==> src/rtl/seg_scan_ctrl.sv <==
// Multiplexed 7-segment scan driver: hex/decimal decode, per-digit dp/blank,
// 16-level PWM brightness, frame-coherent input snapshot and frame-done strobe.

module seg_dec (
    input  logic       hex_mode,
    input  logic [3:0] nib,
    output logic [6:0] seg
);
    always_comb begin
        seg = 7'h00;
        unique case (nib)
            4'h0: seg = 7'b1111110;
            4'h1: seg = 7'b0110000;
            4'h2: seg = 7'b1101101;
            4'h3: seg = 7'b1111001;
            4'h4: seg = 7'b0110011;
            4'h5: seg = 7'b1011011;
            4'h6: seg = 7'b1011111;
            4'h7: seg = 7'b1110000;
            4'h8: seg = 7'b1111111;
            4'h9: seg = 7'b1111011;
            4'hA: seg = hex_mode ? 7'b1110111 : 7'h00;
            4'hB: seg = hex_mode ? 7'b0011111 : 7'h00;
            4'hC: seg = hex_mode ? 7'b1001110 : 7'h00;
            4'hD: seg = hex_mode ? 7'b0111101 : 7'h00;
            4'hE: seg = hex_mode ? 7'b1001111 : 7'h00;
            4'hF: seg = hex_mode ? 7'b1000111 : 7'h00;
        endcase
    end
endmodule

module seg_scan_ctrl #(
    parameter int NUM_DIGITS     = 6,
    parameter int CLK_HZ         = 50000000,
    parameter int SCAN_HZ        = 1000,
    parameter bit COM_ACTIVE_LOW = 1'b1
) (
    input  logic                    clk,
    input  logic                    nRESET,
    input  logic [4*NUM_DIGITS-1:0] value,
    input  logic [NUM_DIGITS-1:0]   dp_mask,
    input  logic [NUM_DIGITS-1:0]   blank_mask,
    input  logic                    hex_mode,
    input  logic [3:0]              brightness,
    input  logic                    enable,
    output logic [NUM_DIGITS-1:0]   SEG_COM,
    output logic [7:0]              SEG_DATA,
    output logic                    frame_done
);
    localparam int DIV   = CLK_HZ / SCAN_HZ;
    localparam int SLOT  = DIV / 16;
    localparam int DIV_W = $clog2(DIV);
    localparam int IDX_W = (NUM_DIGITS > 1) ? $clog2(NUM_DIGITS) : 1;
    localparam logic [NUM_DIGITS-1:0] COM_OFF = {NUM_DIGITS{COM_ACTIVE_LOW}};
    localparam logic [IDX_W-1:0]      IDX_LAST = IDX_W'(NUM_DIGITS - 1);

    logic [DIV_W-1:0]        div_cnt;
    logic [IDX_W-1:0]        idx;
    logic                    first;
    logic [4*NUM_DIGITS-1:0] val_s;
    logic [NUM_DIGITS-1:0]   dp_s, blank_s;
    logic                    hex_s;

    logic                    tick, wrap, load;
    logic [3:0]              sub;
    logic [4*NUM_DIGITS-1:0] val_e;
    logic [NUM_DIGITS-1:0]   dp_e, blank_e;
    logic                    hex_e;
    logic [3:0]              nib;
    logic [6:0]              seg;
    logic [NUM_DIGITS-1:0]   com_nxt;
    logic [7:0]              data_nxt;

    assign tick = (div_cnt == DIV_W'(DIV - 1));
    assign wrap = tick && (idx == IDX_LAST);
    assign load = first | wrap;
    assign sub  = 4'(div_cnt / DIV_W'(SLOT));

    // The first cycle after reset has an empty shadow, so it shows the live inputs.
    assign val_e   = first ? value      : val_s;
    assign dp_e    = first ? dp_mask    : dp_s;
    assign blank_e = first ? blank_mask : blank_s;
    assign hex_e   = first ? hex_mode   : hex_s;
    assign nib     = val_e[{idx, 2'b00} +: 4];

    seg_dec u_dec (
        .hex_mode (hex_e),
        .nib      (nib),
        .seg      (seg)
    );

    always_comb begin
        com_nxt = COM_OFF;
        if (enable && (sub <= brightness))
            com_nxt[idx] = ~COM_ACTIVE_LOW;
        data_nxt = blank_e[idx] ? 8'h00 : {seg, dp_e[idx]};
    end

    always_ff @(posedge clk or negedge nRESET) begin
        if (!nRESET) begin
            div_cnt    <= '0;
            idx        <= '0;
            first      <= 1'b1;
            val_s      <= '0;
            dp_s       <= '0;
            blank_s    <= '0;
            hex_s      <= 1'b0;
            SEG_COM    <= COM_OFF;
            SEG_DATA   <= 8'h00;
            frame_done <= 1'b0;
        end else begin
            first   <= 1'b0;
            div_cnt <= tick ? '0 : div_cnt + 1'b1;
            if (tick)
                idx <= (idx == IDX_LAST) ? '0 : idx + 1'b1;
            if (load) begin
                val_s   <= value;
                dp_s    <= dp_mask;
                blank_s <= blank_mask;
                hex_s   <= hex_mode;
            end
            frame_done <= wrap;
            SEG_COM    <= com_nxt;
            SEG_DATA   <= data_nxt;
        end
    end
endmodule

==> config.mk <==
export PLATFORM = sky130hd
export DESIGN_NAME = seg_scan_ctrl
export DESIGN_NICKNAME = d
export VERILOG_FILES = /design/src/rtl/seg_scan_ctrl.sv
export SDC_FILE = /design/constraint.sdc
export NUM_CORES = 1
export LEC_CHECK = 0
export CORE_ASPECT_RATIO = 0.75
export CORE_MARGIN = 3
export CORE_UTILIZATION = 55
export CTS_BUF_LIST = sky130_fd_sc_hd__clkbuf_4 sky130_fd_sc_hd__clkbuf_8 sky130_fd_sc_hd__clkbuf_16
export DETAILED_ROUTE_END_ITERATION = 10
export GPL_TIMING_DRIVEN = 0
export PLACE_DENSITY_LB_ADDON = 0.05
export SKIP_LAST_GASP = 1
export SLEW_MARGIN = 20
export SYNTH_ARGS = -nofsm -noshare
export SYNTH_HDL_FRONTEND = slang
export SYNTH_HIERARCHICAL = 1
export SYNTH_SLANG_ARGS = --single-unit
==> constraint.sdc <==
create_clock -name clk -period 13.9 [get_ports clk]
set_clock_uncertainty 0.15 [all_clocks]
set_input_delay 2.085 -clock clk [delete_from_list [all_inputs] [get_ports clk]]
set_output_delay 2.085 -clock clk [all_outputs]
set_load 0.02 [all_outputs]
==> results of run 1 <==
[area by class of cell]
| cell class | count | share of cell area, % |
|---|---|---|
| multi-input cells | 472 | 54.25 |
| flip-flops and latches | 72 | 26.29 |
| well taps | 132 | 2.398 |
| clock buffers | 10 | 3.470 |
| clock inverters | 6 | 1.054 |
| repair buffers | 59 | 8.794 |
| plain buffers | 36 | 2.671 |
| inverters | 19 | 1.072 |
[sequential cells by signal (all words and copies together), names as in the netlist]
signal	cells
val_s	24
div_cnt	16
SEG_DATA	8
SEG_COM	6
blank_s	6
dp_s	6
idx	3
first	1
frame_done	1
hex_s	1
[path summary, 6_finish.rpt]
| path | start | end | slack (ps) |
|---|---|---|---|
| worst max register to register | div_cnt[5] | SEG_COM[4] | 6030 |
| max in group asynchronous | nRESET | SEG_COM[0] | 11550 |
| min in group asynchronous | nRESET | div_cnt[12] | 1450 |
| worst max-delay path | div_cnt[5] | SEG_COM[4] | 6030 |
| worst min register to register | idx[1] | frame_done | 320 |
| worst min-delay path | idx[1] | frame_done | 320 |
[kinds of logic after synthesis]
logic type,Yosys count,synth area share [%]
other,1,0.06461
buffers and inverters,55,4.440
AOI/OAI and AO/OA,141,18.84
adders and majority gates,14,2.975
muxes,74,18.00
and+or+nand+nor,206,18.93
xor gates and xnor gates,36,5.562
DFF,72,31.19
[layout by cell type (no fill, tap or decap), drive strengths merged, types with 5 or more instances in the layout]
master         synthesis  layout
dfrtp                 65      65
clkdlybuf4s50          0      57
nor2                  53      53
nand2                 45      45
mux2                  43      43
o21ai                 33      33
clkbuf                20      30
a21oi                 25      25
xnor2                 23      23
inv                   19      22
mux4                  18      18
buf                   16      18
nand3                 17      17
and2                  16      16
nor3                  16      16
xor2                  13      13
ha                    13      13
mux2i                 13      13
and3                   8       8
dfstp                  7       7
nor2b                  7       7
nand4                  7       7
or3                    7       7
nor4                   7       7
o21a                   6       6
o211ai                 6       6
o31ai                  5       5
o221ai                 5       5
o311ai                 5       5
[layer usage]
layer	GRT usage [%]	share of wire [%]	wire, um
met2	39.30	45	6584
met5	0	0	0
met4	4.653	0.75	110
met1	37.23	49	7230
met3	3.731	5.0	729
[worst register-to-register path: cells and delay by family, from the launching register on]
family | cells | cell delay (ps)
AO/OA/AOI/OAI | 12 | 2920
adder cells (fa/ha/maj) | 3 | 690
buffers and inverters | 3 | 720
flip-flops | 1 | 420
multiplexers | 2 | 760
AND/OR/NAND/NOR | 11 | 2090
[power by group]
group / internal, mW / switching (mW)
sequential: 0.224 / 0.00617
combinational: 0.0479 / 0.0365
clock: 0.146 / 0.0933
total: 0.418 / 0.136
[metrics by stage]
stage / util (%) / cell area [um^2] / hold slack, ps
floorplan: - / 5804 / 281.7
global placement: 65.71 / 6550 / 302.8
detailed placement: 65.96 / 6575 / 307.5
CTS: 69.09 / 6887 / 320.1
global route: 69.09 / 6887 / 346.9
finish: 69.09 / 6887 / 319.9
==> metrics.md, run 1 <==
| Metric | Value |
|---|---|
| Status | `complete, no violations` |
| Residual DRC | `0` |
| Fin crit share | `56.63%` |
| Post-synth EDFFs | `0` |
| Post-synthesis cell type count | `99` |
| DP Worst Slack | `6226 ps` |
| Final hold viol count | `0` |
| Placed Cells | `790` |
| First-pass GRT wire length | `23890 um` |
| Worst path max stage delay | `520 ps` |
| Critical path capture point type | `flop` |
| Slew HR | `35.39%` |
| Final setup viols | `0` |
| Design Power | `554.2 uW` |
| Fill cell count | `739` |
| Routed WL | `14650 um` |
| 1st-pass router iterations | `5` |
| Req. time, crit path | `13970 ps` |
| CP Buf/Inv Count | `3` |
| Hold Buf Count CTS | `0` |
| Largest net degree at the start of global routing | `60` |
| Nets | `726` |
| Cell taking the most area after synthesis | `dfrtp_1` |
| CP Launch Type | `flop` |
| RePlAce Congestion | `0.8964` |
| Mean Syn Cell Area | `9.690 um^2` |
| Count leader, synth | `dfrtp_1` |
| FF-to-FF path depth | `31` |
| Root buf cell | `clkbuf_16` |
| Slew of the pin with the lowest slew margin | `965.6 ps` |
| Hold-critical path depth | `1` |
| GRT Total Usage | `24.99%` |
| H-tree depth | `3` |
| Most instantiated cells after synthesis | `dfrtp_1, nor2_1, nand2_1` |
| Cts repair resizes | `0` |
| Clock tree buffer depth | `2` |
| Setup bufs post-CTS | `0` |
| CP Max Fanout | `10` |
| Seq cells post-synth | `72` |
| Clock slew seen by the registers of the worst setup and hold paths | `60 ps` |
| Num CTS Buffers | `9` |
| Routed vias | `4942` |
| Die width | `124.6 um` |
| Async SR Flop Fraction | `100.0%` |
| Dpl hpwl | `11000 um` |
| Worst Setup Slack, final | `6029 ps` |
| Initial antenna violation count | `0` |
| Crit path DAT | `7940 ps` |
| Mapped Nets | `656` |
| Starting Density | `58.23%` |
| Via-to-Cell Ratio | `6.132` |
| Post-synth top area share | `28.02%` |
| WS Path Type | `reg -> reg` |
| Row cnt | `31` |
| Number of global-route vias before repair | `4738` |
| Critical-path top delay cell | `mux2i_1` |
| Synth-to-layout area growth | `18.65%` |
| # IOs | `59` |
| Highest Clock Rate | `127.0 MHz` |
| Mapped Area | `0.005804 mm^2` |
| DR iter-0 viols | `317` |
| Top post-synthesis cells by area | `dfrtp_1, mux2_2, mux4_2` |
| CP Depth | `31` |
| Worst Hold Class | `reg -> reg` |
| GR Overflow Total | `0` |
| Pwr Density | `80.47 mW/mm^2` |
| Slew Viols, Final | `0` |
| Leak pwr | `2.677 nW` |
| Main flop type after synthesis | `dfrtp_1` |
| CTS Sinks | `72` |
| Post-synthesis cell count | `599` |
| Chip height | `94.97 um` |
| Die ar. | `0.01183 mm^2` |
| Area of the multi-input gates | `0.003736 mm^2` |
| Routed length per instance | `18.18 um` |
| Tmin final | `7871 ps` |
| CTS tree | `built` |
| Core ar. | `0.009968 mm^2` |
| Worst-Skew Late Latency | `330 ps` |
| Final setup TNS | `0 ps` |
| Antenna Cells | `0` |
| Maxcap violations | `0` |
| Ys Warns | `6` |
| Sequential-to-total area share from yosys stat | `31.19%` |
| RSZ-0062 raised after global routing | `no` |
| Layout cells sized above 1 | `20.62%` |
| Layout Cells excl Fill | `806` |
| Delay-heaviest family, CP | `compound AO/OA/AOI/OAI gates` |
| Antenna-violating nets left | `0` |
| IO buf count | `58` |
| Worst vdd ir | `0.06145 mV` |
| FF+latch area | `0.001810 mm^2` |
Note: power is estimated with default switching activity, not from simulation.
==> inputs of run 2 (changes only) <==
Clock period 13.9 ns to 8.25 ns, I/O delays scaled along.
==> run 2 against run 1 <==
  * Die area stayed put
  * Combinational power is 68% higher
  * Sequential cell count stayed put
  * Global-route usage stayed put
  * Hold slack worse by 0.85 ps
  * Non-clock buffer count stayed put
  * Utilization is 0.050 points higher
  * Critical path depth stayed put
  * Total power is 68% higher
  * Final cell count stayed put
  * Critical path type unchanged
==> metrics.md, run 2 (synthesis results as in run 1) <==
| Metric | Value |
|---|---|
| IO buf count | `58` |
| Fin crit share | `90.69%` |
| Row cnt | `31` |
| Delay-heaviest family, CP | `compound AO/OA/AOI/OAI gates` |
| Critical path capture point type | `flop` |
| Layout cells sized above 1 | `20.92%` |
| Leak pwr | `2.673 nW` |
| Largest net degree at the start of global routing | `60` |
| Post-placement cell area | `0.006575 mm^2` |
| Final setup viols | `0` |
| Chip height | `94.97 um` |
| Antenna Cells | `0` |
| Max reg flops | `24` |
| Pwr Density | `135.3 mW/mm^2` |
| Critical-path top delay cell | `o311a_2` |
| CP Launch Type | `flop` |
| Number of global-route vias before repair | `4738` |
| Tmin final | `7482 ps` |
| Num CTS Buffers | `9` |
| Clock slew seen by the registers of the worst setup and hold paths | `60 ps` |
| Final setup TNS | `0 ps` |
| Worst Hold Class | `reg -> reg` |
| First-pass GRT wire length | `23890 um` |
| Hold Buf Count CTS | `0` |
| FF-to-FF path depth | `31` |
| Starting Density | `58.23%` |
| 1st-pass router iterations | `5` |
| Core ar. | `0.009968 mm^2` |
| Hold-critical path depth | `1` |
| CP Buf/Inv Count | `3` |
| Regs by FF count | `val_s x24, div_cnt x16, SEG_DATA x8` |
| Synth-to-layout area growth | `18.73%` |
| Final hold viol count | `0` |
| R2r setup slk | `770 ps` |
| Final instance area | `0.006892 mm^2` |
| Slew HR | `35.45%` |
| RSZ-0062 raised after global routing | `no` |
| Final core utilization | `69.14%` |
| Most flops, register | `val_s` |
| Die width | `124.6 um` |
| Most common cell after layout, fill and taps aside | `dfrtp_1` |
| Worst-Skew Late Latency | `330 ps` |
| Req. time, crit path | `8320 ps` |
| CTS tree | `built` |
| Maxcap violations | `0` |
| Commonest non-fill, non-tap cells in the layout | `dfrtp_1, clkdlybuf4s50_1, nor2_1` |
| Layout Cells excl Fill | `806` |
| Slew Viols, Final | `0` |
| H-tree depth | `3` |
| GRT Total Usage | `24.99%` |
| Nets | `726` |
| # IOs | `59` |
| Clock tree buffer depth | `2` |
| Crit path DAT | `7550 ps` |
| Dpl hpwl | `11000 um` |
| Status | `complete, no violations` |
| Routed WL | `14640 um` |
| CP Max Fanout | `10` |
| Die ar. | `0.01183 mm^2` |
| Placed Cells | `790` |
| Via-to-Cell Ratio | `6.120` |
| Highest Clock Rate | `133.7 MHz` |
| Routed vias | `4933` |
| CTS Sinks | `72` |
| DR iter-0 viols | `333` |
| RePlAce Congestion | `0.8964` |
| Root buf cell | `clkbuf_16` |
| Worst path max stage delay | `440 ps` |
| Worst vdd ir | `0.1035 mV` |
| Residual DRC | `0` |
| Initial antenna violation count | `0` |
| Antenna-violating nets left | `0` |
| Routed length per instance | `18.16 um` |
| CP Depth | `31` |
| WS Path Type | `reg -> reg` |
| GR Overflow Total | `0` |
| Slew of the pin with the lowest slew margin | `964.7 ps` |
## run 2: worst reg2reg max path: cells and delay by family, from the launching register on
kind | cells | cell delay [ps]
AOI/OAI and AO/OA | 12 | 2890
adders and majority gates | 3 | 680
buffers and inverters | 3 | 530
DFF | 1 | 420
muxes | 2 | 650
and+or+nand+nor | 11 | 2050
## run 2: worst paths after layout
check                           start     endpoint
min                            idx[1]   frame_done
max reg2reg                div_cnt[5]   SEG_COM[4]
min reg2reg                    idx[1]   frame_done
min in group asynchronous      nRESET  div_cnt[10]
max                        div_cnt[5]   SEG_COM[4]
max in group asynchronous      nRESET   SEG_COM[0]
## run 2: metrics by stage
| step | hold slack [ps] | total power, mW | setup WS, ps |
|---|---|---|---|
| floorplan | 281.7 | 0.4762 | 1754 |
| global placement | 302.8 | 0.5290 | 697.8 |
| detailed placement | 307.5 | 0.5365 | 576.3 |
| CTS | 320.1 | 0.9401 | 489.5 |
| global route | 346.9 | 0.9701 | 196.4 |
| finish | 319.1 | 0.9321 | 768.3 |
## run 2: routing by layer
| layer | vias up | wire length, um | track usage (%) |
|---|---|---|---|
| met1 | 2428 | 7282 | 37.23 |
| met2 | 124 | 6611 | 39.30 |
| met3 | 7 | 646 | 3.731 |
| met4 | 0 | 97 | 4.653 |
| li1 | 2374 | - | - |
| met5 | - | 0 | 0 |
## run 2: where the power goes
group	switching, mW	internal [mW]
Combinational	0.0614	0.0807
Clock	0.156	0.246
Sequential	0.0104	0.378
Total	0.227	0.705
## run 2: final cells by class
class / count / area (um^2)
Buffer: 36 / 185.2
Clock buffer: 10 / 239.0
Clock inverter: 6 / 72.57
Fill cell: 740 / 3077
Inverter: 19 / 73.82
Multi-Input combinational cell: 472 / 3740
Sequential cell: 72 / 1810
Tap cell: 132 / 165.2
Timing Repair Buffer: 59 / 605.6
## run 2: what timing repair did
| action | in CTS | in global routing |
|---|---|---|
| gates resized for setup | 0 | 3 |
| setup endpoints to repair | 0 | 6 |
| setup buffers | 0 | 0 |
==> inputs of run 3 (changes only) <==
Settings changed: MAX_ROUTING_LAYER set to met4.
==> run 3 against run 2 <==
  * Global-route usage increased by 0.61 points
  * Fmax decreased by 1.7%
  * Non-clock buffer count unchanged
  * Final area decreased by 0.18%
  * Die area unchanged
  * Final cell count unchanged
  * Hold slack improved by 7.9 ps
  * Setup slack got worse by 130 ps
  * Sequential share of layout area about the same
  * Register-to-register slack got worse by 130 ps
  * Sequential power about the same
  * Sequential cell count unchanged
  * Critical path type unchanged
  * Largest cell class unchanged
  * Highest routed layer unchanged
==> metrics.md, run 3 (synthesis results as in run 1) <==
| Metric | Value |
|---|---|
| Worst path max stage delay | `440 ps` |
| Die width | `124.6 um` |
| Routed length per instance | `17.82 um` |
| CP Max Fanout | `10` |
| Residual DRC | `0` |
| Status | `complete, no violations` |
| Pwr Density | `133.7 mW/mm^2` |
| Tmin final | `7608 ps` |
| Synth-to-layout area growth | `18.52%` |
| Regs by FF count | `val_s x24, div_cnt x16, SEG_DATA x8` |
| # IOs | `59` |
| Starting Density | `58.23%` |
| Root buf cell | `clkbuf_16` |
| Slew Viols, Final | `0` |
| Req. time, crit path | `8320 ps` |
| Num CTS Buffers | `9` |
| Layout Cells excl Fill | `806` |
| Final hold viol count | `0` |
| Critical path capture point type | `flop` |
| Layout cells sized above 1 | `20.77%` |
| Pint | `697.0 uW` |
| Nets | `726` |
| GR Overflow Total | `0` |
| Worst vdd ir | `0.1347 mV` |
| Core ar. | `0.009968 mm^2` |
| Setup bufs post-CTS | `0` |
| First-pass GRT wire length | `23790 um` |
| Largest net degree at the start of global routing | `61` |
| Row cnt | `31` |
| CP Launch Type | `flop` |
| Slew HR | `30.19%` |
| Crit path DAT | `7680 ps` |
| Slew of the pin with the lowest slew margin | `1043 ps` |
| Commonest non-fill, non-tap cells in the layout | `dfrtp_1, clkdlybuf4s50_1, nor2_1` |
| Reg power frac | `42.3%` |
| Worst-Skew Late Latency | `340 ps` |
| Critical-path top delay cell | `dfrtp_1` |
| Antenna-violating nets left | `0` |
| Final setup TNS | `0 ps` |
| Final setup viols | `0` |
| GRT Total Usage | `25.61%` |
| WS Path Type | `reg -> reg` |
| Dpl hpwl | `10830 um` |
| Max reg flops | `24` |
| 1st-pass router iterations | `5` |
| Routed WL | `14370 um` |
| Worst Hold Class | `reg -> reg` |
| Chip height | `94.97 um` |
| Combinational power share | `15.4%` |
| DR iter-0 viols | `356` |
| Psw | `222.9 uW` |
| Die ar. | `0.01183 mm^2` |
| Clock power share | `42.3%` |
| Fraction of power spent switching nets | `24.23%` |
| Initial antenna violation count | `0` |
| CTS tree | `built` |
| Clock slew seen by the registers of the worst setup and hold paths | `60 ps` |
| Clock tree buffer depth | `2` |
| Routed vias | `4990` |
| RePlAce Congestion | `0.9175` |
| Placed Cells | `790` |
| Number of global-route vias before repair | `4720` |
| H-tree depth | `3` |
| IO buf count | `58` |
| Leak pwr | `2.663 nW` |
| Maxcap violations | `0` |
| Via-to-Cell Ratio | `6.191` |
| Antenna Cells | `0` |
| CTS Sinks | `72` |
| Most common cell after layout, fill and taps aside | `dfrtp_1` |
| Fin crit share | `92.22%` |
| Highest Clock Rate | `131.4 MHz` |
| Hold Buf Count CTS | `0` |
| RSZ-0062 raised after global routing | `no` |
| Most flops, register | `val_s` |
[run 3: cell count changes in the layout (fill, tap and decap cells not counted), sizes merged]
cell	before	now
inv	22	20
clkinvlp	1	2
clkinv	1	2
[run 3: final cells by class]
class	count	area (um^2)
inverter	19	73.82
fill	765	3089
multi-input combinational	472	3740
timing repair buffer	59	605.6
sequential	72	1810
clock inverter	6	67.56
buffer	36	183.9
clock buffer	10	232.7
tap	132	165.2
[run 3: worst max-delay path: cells and delay by family (launching register included)]
| kind | cells | cell delay (ps) |
|---|---|---|
| AO/OA/AOI/OAI | 12 | 2860 |
| AND/OR/NAND/NOR | 11 | 2010 |
| multiplexers | 2 | 680 |
| adder cells (fa/ha/maj) | 3 | 670 |
| buffers and inverters | 3 | 660 |
| flip-flops | 1 | 440 |
[run 3: path summary, 6_finish.rpt]
path / from / end / slack, ps / cells after the start
max reg2reg: div_cnt[5] / SEG_COM[4] / 640 / 31
min reg2reg: idx[1] / frame_done / 330 / 1
min in group asynchronous: nRESET / div_cnt[12] / 590 / 1
max: div_cnt[5] / SEG_COM[4] / 640 / 31
min: idx[1] / frame_done / 330 / 1
max in group asynchronous: nRESET / SEG_COM[3] / 6760 / 2
[run 3: through the flow]
stage	utilization, %	area [um^2]	hold slack [ps]	power [mW]	setup slack, ps
after floorplan	-	5804	281.7	0.4762	1754
after global placement	65.71	6550	303.0	0.5285	692.9
after detailed placement	65.96	6575	317.0	0.5362	643.6
after CTS	68.97	6875	324.5	0.9287	593.9
after global routing	69.01	6879	347.3	0.9582	33.69
final	69.01	6879	327.0	0.9199	641.6
[run 3: what timing repair did]
| action | 4_1_cts | 5_1_grt |
|---|---|---|
| endpoints found under the setup margin | 0 | 6 |
| hold endpoints to repair | 0 | 0 |
| gates resized for setup | 0 | 1 |
[run 3: per-layer routing]
| metal | track usage, % | share of wire (%) |
|---|---|---|
| met1 | 37.27 | 51 |
| met2 | 37.86 | 44 |
| met3 | 4.127 | 4.7 |
| met4 | 5.931 | 0.86 |
| met5 | - | 0 |
[run 3: power groups by stage]
stage,logic (mW),clock network [mW],registers [mW]
finish,0.142,0.389,0.389
global route,0.153,0.414,0.391
CTS,0.142,0.398,0.389
detailed placement,0.142,0,0.394
global placement,0.136,0,0.392
floorplan,0.0769,0,0.399
